**config.mk**
```make
export PLATFORM = sky130hd
export DESIGN_NAME = sequence_detector_param
export DESIGN_NICKNAME = d
export VERILOG_FILES = /design/src/rtl/sequence_detector_param.sv
export SDC_FILE = /design/constraint.sdc
export NUM_CORES = 1
export LEC_CHECK = 0
export BUFFER_PORTS_ARGS = -buffer_cell sky130_fd_sc_hd__buf_2
export CAP_MARGIN = 5
export CORE_MARGIN = 10
export CORE_UTILIZATION = 46
export CTS_CLUSTER_SIZE = 24
export DETAILED_ROUTE_END_ITERATION = 10
export PLACE_DENSITY = 0.73
export SETUP_SLACK_MARGIN = 0.4
export SLEW_MARGIN = 25
export SYNTH_ARGS = -nofsm -noshare
export SYNTH_HDL_FRONTEND = slang
export SYNTH_SLANG_ARGS = --single-unit
```
**constraint.sdc**
```tcl
create_clock -name clock -period 1.88 [get_ports clock]
set_input_delay 0.094 -clock clock [delete_from_list [all_inputs] [get_ports clock]]
set_output_delay 0.094 -clock clock [all_outputs]
set_load 0.005 [all_outputs]
```
**src/rtl/sequence_detector_param.sv**
```systemverilog
// Serial pattern detector: runtime pattern, overlap/non-overlap
// matching, Mealy and Moore hit outputs, saturating hit counter.
module sequence_detector_param #(
  parameter int WIDTH = 4,
  parameter int COUNT_WIDTH = 8,
  parameter logic [WIDTH-1:0] PATTERN_INIT = WIDTH'(4'b1011)
) (
  input  logic                   clock,
  input  logic                   reset_n,
  input  logic                   enable,
  input  logic                   a,
  input  logic                   overlap,
  input  logic                   clear,
  input  logic                   pattern_load,
  input  logic [WIDTH-1:0]       pattern,
  output logic                   match_mealy,
  output logic                   match_moore,
  output logic [COUNT_WIDTH-1:0] match_count,
  output logic [WIDTH-1:0]       history,
  output logic                   armed
);

  localparam int FW = $clog2(WIDTH + 1);
  localparam logic [FW-1:0] FULL = FW'(WIDTH);

  typedef enum logic [1:0] {
    EMPTY,
    FILLING,
    ARMED
  } fill_e;

  logic [WIDTH-1:0]       r_pat;
  logic [WIDTH-1:0]       r_hist;
  logic [FW-1:0]          r_fill;
  logic                   r_moore;
  logic [COUNT_WIDTH-1:0] r_count;

  logic [WIDTH-1:0]       w_pat_n;
  logic [WIDTH-1:0]       w_hist_n;
  logic [FW-1:0]          w_fill_n;
  logic                   w_moore_n;
  logic [COUNT_WIDTH-1:0] w_count_n;

  logic [WIDTH-1:0]       w_cand;
  logic [FW-1:0]          w_cand_fill;
  logic                   w_hit;
  fill_e                  w_fstate;

  assign w_cand      = {r_hist[WIDTH-2:0], a};
  assign w_cand_fill = (r_fill == FULL) ? FULL
                     : r_fill + FW'(1);

  // Load and clear both invalidate history, so they block a hit.
  assign w_hit = enable & ~clear & ~pattern_load
               & (w_cand_fill == FULL)
               & (w_cand == r_pat);

  always_comb begin
    w_fstate = EMPTY;
    if (r_fill == FULL)
      w_fstate = ARMED;
    else if (r_fill != '0)
      w_fstate = FILLING;
  end

  always_comb begin
    w_pat_n   = r_pat;
    w_hist_n  = r_hist;
    w_fill_n  = r_fill;
    w_moore_n = 1'b0;
    w_count_n = r_count;
    if (clear) begin
      w_hist_n  = '0;
      w_fill_n  = '0;
      w_count_n = '0;
    end else if (pattern_load) begin
      w_pat_n  = pattern;
      w_fill_n = '0;
    end else if (enable) begin
      w_hist_n  = w_cand;
      w_moore_n = w_hit;
      if (w_hit && (r_count != '1))
        w_count_n = r_count + COUNT_WIDTH'(1);
      if (w_hit && !overlap)
        w_fill_n = '0;
      else
        w_fill_n = w_cand_fill;
    end
  end

  always_ff @(posedge clock or negedge reset_n) begin
    if (!reset_n) begin
      r_pat   <= PATTERN_INIT;
      r_hist  <= '0;
      r_fill  <= '0;
      r_moore <= 1'b0;
      r_count <= '0;
    end else begin
      r_pat   <= w_pat_n;
      r_hist  <= w_hist_n;
      r_fill  <= w_fill_n;
      r_moore <= w_moore_n;
      r_count <= w_count_n;
    end
  end

  assign match_mealy = w_hit & reset_n;
  assign match_moore = r_moore;
  assign match_count = r_count;
  assign history     = r_hist;
  assign armed       = (w_fstate == ARMED);

endmodule

```
==> impl_metrics.csv, run 1 <==
group,metric,value,unit
yosys,yosysWarningCount,0,
routing,dr_wl_met3,106,µm
yosys,synth_area_per_cell,10.6,µm²
final_layout,fin_cells,163,
cts,htreeDepth,1,
floorplan,ioPinCount,26,
cts,cts_made_buffers,3,
power_and_ir_drop,p_seq_share,60.0,%
placement,port_buffers,25,
timing,final.setup.worst_slack,-0.0933,ns
min_path,worstHoldStart,"pattern[3]",
floorplan,dieArea,4560,µm²
routing,antenna_left,0,
yosys,synth_top_area_share,41.0,%
timing,drv_slew,0,
global_route,grt_max_degree,18,
yosys,ys.flop_type,"dfrtp_1",
min_path,hold_class,"primary input to flip-flop",
cts,clkTransAtPathRegs,0.12,ns
setup_path,crit_path_start,"r_fill[1]",
yosys,synth_edf_count,0,
setup_path,worstPathRequired,2.11,ns
timing,clock_skew,0.0166,ns
timing,slew_headroom,48.0,%
power_and_ir_drop,powerDensity,577,nW/µm²
yosys,synth.yosys.seq_area_share,48.6,%
power_and_ir_drop,switching_power,194,µW
cts,cts_max_path_buffers,2,
setup_path,critPathSlowestCell,"dfrtp_1",
routing,num_vias,848,
power_and_ir_drop,power.leakage,0.683,nW
yosys,netlist_area,1040,µm²
yosys,synth_seq_cells,20,
setup_path,worstReg2RegStart,"r_fill[1]",
final_layout,nets,150,
power_and_ir_drop,p_int,580,µW
power_and_ir_drop,p_comb_share,12.0,%
cts,cts_sinks,20,
yosys,ys_top_cells_by_area,"dfrtp_1, dfstp_2, mux2i_1",
outcome,violations,"setup timing",
floorplan,fp.dieH,67.5,µm
timing,fin_crit_sh,105,%
routing,drt_iter0_drc,44,
final_layout,multiInputGateArea,542,µm²
global_route,antenna_found_initial,0,
power_and_ir_drop,p_sw_share,25.1,%
timing,setup-violations-final,5,
setup_path,start_kind,"flip-flop",
routing,routedLengthMet1,1090,µm
yosys,ys_types,27,
final_layout,layout-area-overhead-vs-synth,29.2,%
setup_path,crit_type,"flip-flop to flip-flop",
floorplan,chipWidth,67.5,µm
setup_path,worstPathArrival,2.21,ns
flow_run,cap_viol_max_count,0,
global_route,grt_pass1_vias,861,
outcome,status,"finished, violations left",
timing,worst_pin_slew,0.778,ns
yosys,synth.top_cells.by_count,"dfrtp_1, nor2_1, a21oi_1, mux2i_1, o21ai_0",
routing,drc,0,
yosys,yosysTopAreaCell,"dfrtp_1",
global_route,grt_overflow_total,0,
routing,wire_per_inst,15.0,µm
yosys,synthCells,98,
final_layout,fill_cells,194,
timing,whs,0.0225,ns
setup_path,cp_num_buf_inv,2,
setup_path,path_cells,"inv_2, ha_4, and3b_1, nor4_4, buf_4, nand4b_4, or3_1, a21oi_1",
timing,rsz0062_at_grt,"yes",
power_and_ir_drop,clkPwrFrac,28.1,%
yosys,synth_nets,112,
final_layout,seq_area,504,µm²
floorplan,row_count,17,
power_and_ir_drop,vdd_drop_max,0.000355,V
routing,drt_first_pass_iters,4,
setup_path,cp_top_family,"simple AND/OR/NAND/NOR gates",
timing,finalHoldViolations,0,
timing,period_minus_slack,1.97,ns
floorplan,initial_core_util,47.4,%
placement,placed_cells,151,
final_layout,diodes,0,
final_layout,drive_gt1_share,40.0,%
routing,viasPerCell,5.20,
global_route,grt_first_pass_wirelength,4040,µm
cts,clock_latency,0.31,ns
setup_path,end_kind,"flip-flop",
placement,gp_congestion,0.782,
yosys,synth.most_common_cell,"dfrtp_1",
global_route,grt_usage,11.7,%
routing,top_layer_used,"met4",
routing,routed_wl,2450,µm
placement,dp_hpwl,1770,µm
routing,met2WireLength,1210,µm
yosys,async_flop_share,100,%
setup_path,critPathMaxStageDelay,0.43,ns
floorplan,coreArea,2190,µm²
setup_path,crit_fanout,6,
timing,max_freq,507,MHz
cts,cts_tree,"yes",
cts,root_buffer,"clkbuf_4",
==> path summary, 6_finish.rpt <==
check / endpoint / slack [ns] / cells past startpoint
min in group asynchronous: r_pat[1] / 0.39 / 2
max reg2reg: match_count[3] / -0.09 / 8
min: r_pat[3] / 0.02 / 2
min reg2reg: history[3] / 0.56 / 2
max in group asynchronous: r_pat[2] / 0.99 / 2
max: match_count[3] / -0.09 / 8
==> placed cells by master, fill, tap and decap left out, drive strengths merged, types with 4 or more instances in the layout <==
cell,n
mux2i,6
inv,5
dfrtp,17
o21ai,6
a21oi,7
or3,4
nor3,4
clkbuf,4
buf,33
mux2,5
nor2,9
xor2,5
==> cell type report <==
class | count | share of cell area (%)
multi-input combinational | 70 | 40.4
tap | 28 | 2.61
inverter | 5 | 1.40
sequential | 20 | 37.6
timing repair buffer | 36 | 16.0
clock buffer | 4 | 1.96
==> logic make-up (layout without fill, tap and decap cells) <==
| family | count (synthesis) | after routing | synth area share, % |
|---|---|---|---|
| fa+ha+maj | 3 | 3 | 3.61 |
| buf+inv | 8 | 45 | 3.01 |
| flops | 20 | 20 | 48.6 |
| simple gates | 37 | 37 | 22.3 |
| mux | 11 | 11 | 11.2 |
| compound gates | 14 | 14 | 7.11 |
| xor+xnor | 5 | 5 | 4.22 |
==> state kept, by name, summed over array words and instances, names as in the netlist <==
signal	flops
match_count	8
history	4
r_fill	3
match_moore	1
r_pat	4
==> repair_timing <==
item	CTS	global route
setup buffers	4	1
pin swaps	5	1
endpoints found under the setup margin	11	12
resized for setup	3	2
hold buffers	3	0
endpoints found under the hold margin	18	0
==> stage by stage <==
stage	setup TNS [ns]	total power [mW]	area, µm²	utilization, %	setup WS (ns)
2_1_floorplan	0	0.522	1070	-	0.0615
3_3_place_gp	0	0.553	1240	56.5	0.0321
3_5_place_dp	-0.172	0.557	1240	56.5	-0.0700
4_1_cts	-0.322	0.782	1330	60.7	-0.0914
5_1_grt	-1.15	0.818	1340	61.2	-0.193
6_report	-0.322	0.774	1340	61.2	-0.0933
==> power groups by stage <==
stage | Sequential (mW) | Clock [mW] | Combinational, mW
after floorplan | 0.470 | 0 | 0.0521
after global placement | 0.471 | 0 | 0.0820
after detailed placement | 0.473 | 0 | 0.0842
after CTS | 0.465 | 0.224 | 0.0924
after global routing | 0.467 | 0.249 | 0.102
final | 0.464 | 0.217 | 0.0925
==> worst register-to-register path: stages (launching register included) <==
cell and delay, ns:
dfrtp_1 0.43, inv_2 0.08, ha_4 0.14, and3b_1 0.20, nor4_4 0.26, buf_4 0.18
nand4b_4 0.13, or3_1 0.33, a21oi_1 0.14
==> layer usage <==
metal	up-vias	track usage (%)
met4	0	6.92
met3	5	4.30
met2	12	18.5
met5	-	0
li1	425	-
met1	406	13.2
(Power assumes the default switching activity.)
==> inputs of run 2 (changes only) <==
- PLACE_DENSITY: 0.73 -> 0.79
==> run 2 against run 1 <==
  * The flow now finishes without violations
  * Register-to-register slack better by 0.12 ns
  * Critical path depth stayed put
  * Non-clock buffer count is 3 lower
  * Critical endpoint is now match_count[2]
  * Largest power group unchanged
==> impl_metrics.csv, run 2 (synthesis gave the netlist of run 1 again) <==
group,metric,value,unit
final_layout,layout-area-overhead-vs-synth,29.2,%
min_path,hold_class,"primary input to flip-flop",
power_and_ir_drop,power.leakage,0.679,nW
cts,htreeDepth,1,
setup_path,critPathSlowestCell,"dfrtp_1",
final_layout,final_common_cell,"buf_2",
final_layout,diodes,0,
placement,pre_cts_slack,-0.0626,ns
timing,worst_pin_slew,0.462,ns
timing,final.setup.worst_slack,0.0317,ns
setup_path,critPathMaxStageDelay,0.43,ns
final_layout,largest_reg_flops,8,
global_route,top_usage_layer,"met2",
global_route,grt_first_pass_wirelength,3900,µm
routing,antenna_left,0,
final_layout,nets,147,
timing,fin_crit_sh,98.3,%
routing,drt_iter0_drc,37,
routing,wire_per_inst,14.3,µm
power_and_ir_drop,total_power,802,µW
cts,cts_tree,"yes",
timing,clock_skew,0.00695,ns
global_route,grt_max_degree,22,
global_route,grt_pass1_vias,845,
power_and_ir_drop,powerDensity,598,nW/µm²
placement,dpl_cell_area,1230,µm²
placement,port_buffers,25,
setup_path,worstPathRequired,2.10,ns
final_layout,utilization,61.2,%
final_layout,drive_gt1_share,41.7,%
timing,fin_setup_tns,0,ns
outcome,status,"finished, final reports clean",
floorplan,initial_core_util,47.4,%
power_and_ir_drop,vdd_drop_max,0.000511,V
setup_path,end_kind,"flip-flop",
global_route,met3_usage,2.48,%
cts,clock_latency,0.29,ns
routing,routed_wl,2290,µm
timing,rsz0062_at_grt,"yes",
placement,gp_congestion,0.806,
final_layout,fill_cells,174,
setup_path,worstPathArrival,2.07,ns
final_layout,layout_common_cells,"buf_2, dfrtp_1, nor2_1",
floorplan,fp.dieH,67.5,µm
setup_path,path_cells,"inv_2, ha_4, and3b_1, nor4_4, buf_4, nand4b_4, or3_1, a21oi_1",
routing,drc,0,
floorplan,ioPinCount,26,
floorplan,chipWidth,67.5,µm
timing,drv_slew,0,
setup_path,start_kind,"flip-flop",
timing,setup-violations-final,0,
cts,cts_max_path_buffers,2,
floorplan,row_count,17,
cts,clkTransAtPathRegs,0.11,ns
final_layout,fin_cells,160,
timing,max_freq,541,MHz
setup_path,crit_type,"flip-flop to flip-flop",
final_layout,design_area,1340,µm²
placement,dp_hpwl,1720,µm
cts,cts_sinks,20,
global_route,grt_use_met2,18.2,%
routing,drt_first_pass_iters,4,
timing,period_minus_slack,1.85,ns
floorplan,dieArea,4560,µm²
routing,num_vias,868,
placement,placed_cells,150,
timing,finalHoldViolations,0,
cts,cts_made_buffers,3,
global_route,grt_usage,10.9,%
routing,viasPerCell,5.43,
flow_run,cap_viol_max_count,0,
cts,root_buffer,"clkbuf_4",
global_route,antenna_found_initial,0,
timing,slew_headroom,69.2,%
timing,whs,0.0286,ns
setup_path,crit_fanout,6,
global_route,grt_overflow_total,0,
global_route,grtUsageMet1,13.2,%
floorplan,coreArea,2190,µm²
-- run 2: changes by cell type in the layout (fill, tap and decap cells not counted), sizes merged --
cell,previous run,this run
dlygate4sd3,3,1
buf,33,32
-- run 2: layer usage --
metal	vias to the layer above	routed length, µm
met5	-	0
met4	0	39
met3	2	100
met2	13	1140
met1	433	1010
li1	420	-
-- run 2: repair_timing --
action | in CTS | in global routing
pin swaps | 3 | 1
hold buffers | 1 | 0
setup endpoints to repair | 11 | 12
resized for setup | 3 | 3
hold endpoints to repair | 17 | 0
buffers inserted | 3 | 2
-- run 2: path summary, 6_finish.rpt --
| path | start | to | slack [ns] | cells past startpoint |
|---|---|---|---|---|
| min reg2reg | r_pat[2] | r_pat[2] | 0.55 | 1 |
| max reg2reg | r_fill[1] | match_count[2] | 0.03 | 8 |
| min in group asynchronous | reset_n | match_count[4] | 0.26 | 2 |
| max in group asynchronous | reset_n | r_pat[0] | 1.26 | 2 |
| min | pattern[2] | r_pat[2] | 0.03 | 2 |
| max | r_fill[1] | match_count[2] | 0.03 | 8 |
-- run 2: worst max-delay path, delay by kind of cell (launching register included) --
family,cells,cell delay (ns)
flip-flops,1,0.43
adder cells (fa/ha/maj),1,0.13
buffers and inverters,2,0.26
AO/OA/AOI/OAI,1,0.14
AND/OR/NAND/NOR,4,0.82
-- run 2: report_power, final --
group | switching [mW] | internal [mW]
clock network | 0.131 | 0.118
registers | 0.0112 | 0.453
logic | 0.0506 | 0.0394
total | 0.192 | 0.610
-- run 2: layout make-up --
class                      instances  area [µm²]  share of cell area (%)
sequential                        20         504                    37.6
inverter                           5        18.8                    1.40
timing repair buffer              33         191                    14.3
tap                               28        35.0                    2.61
clock buffer                       4        36.3                    2.71
multi-input combinational         70         556                    41.4
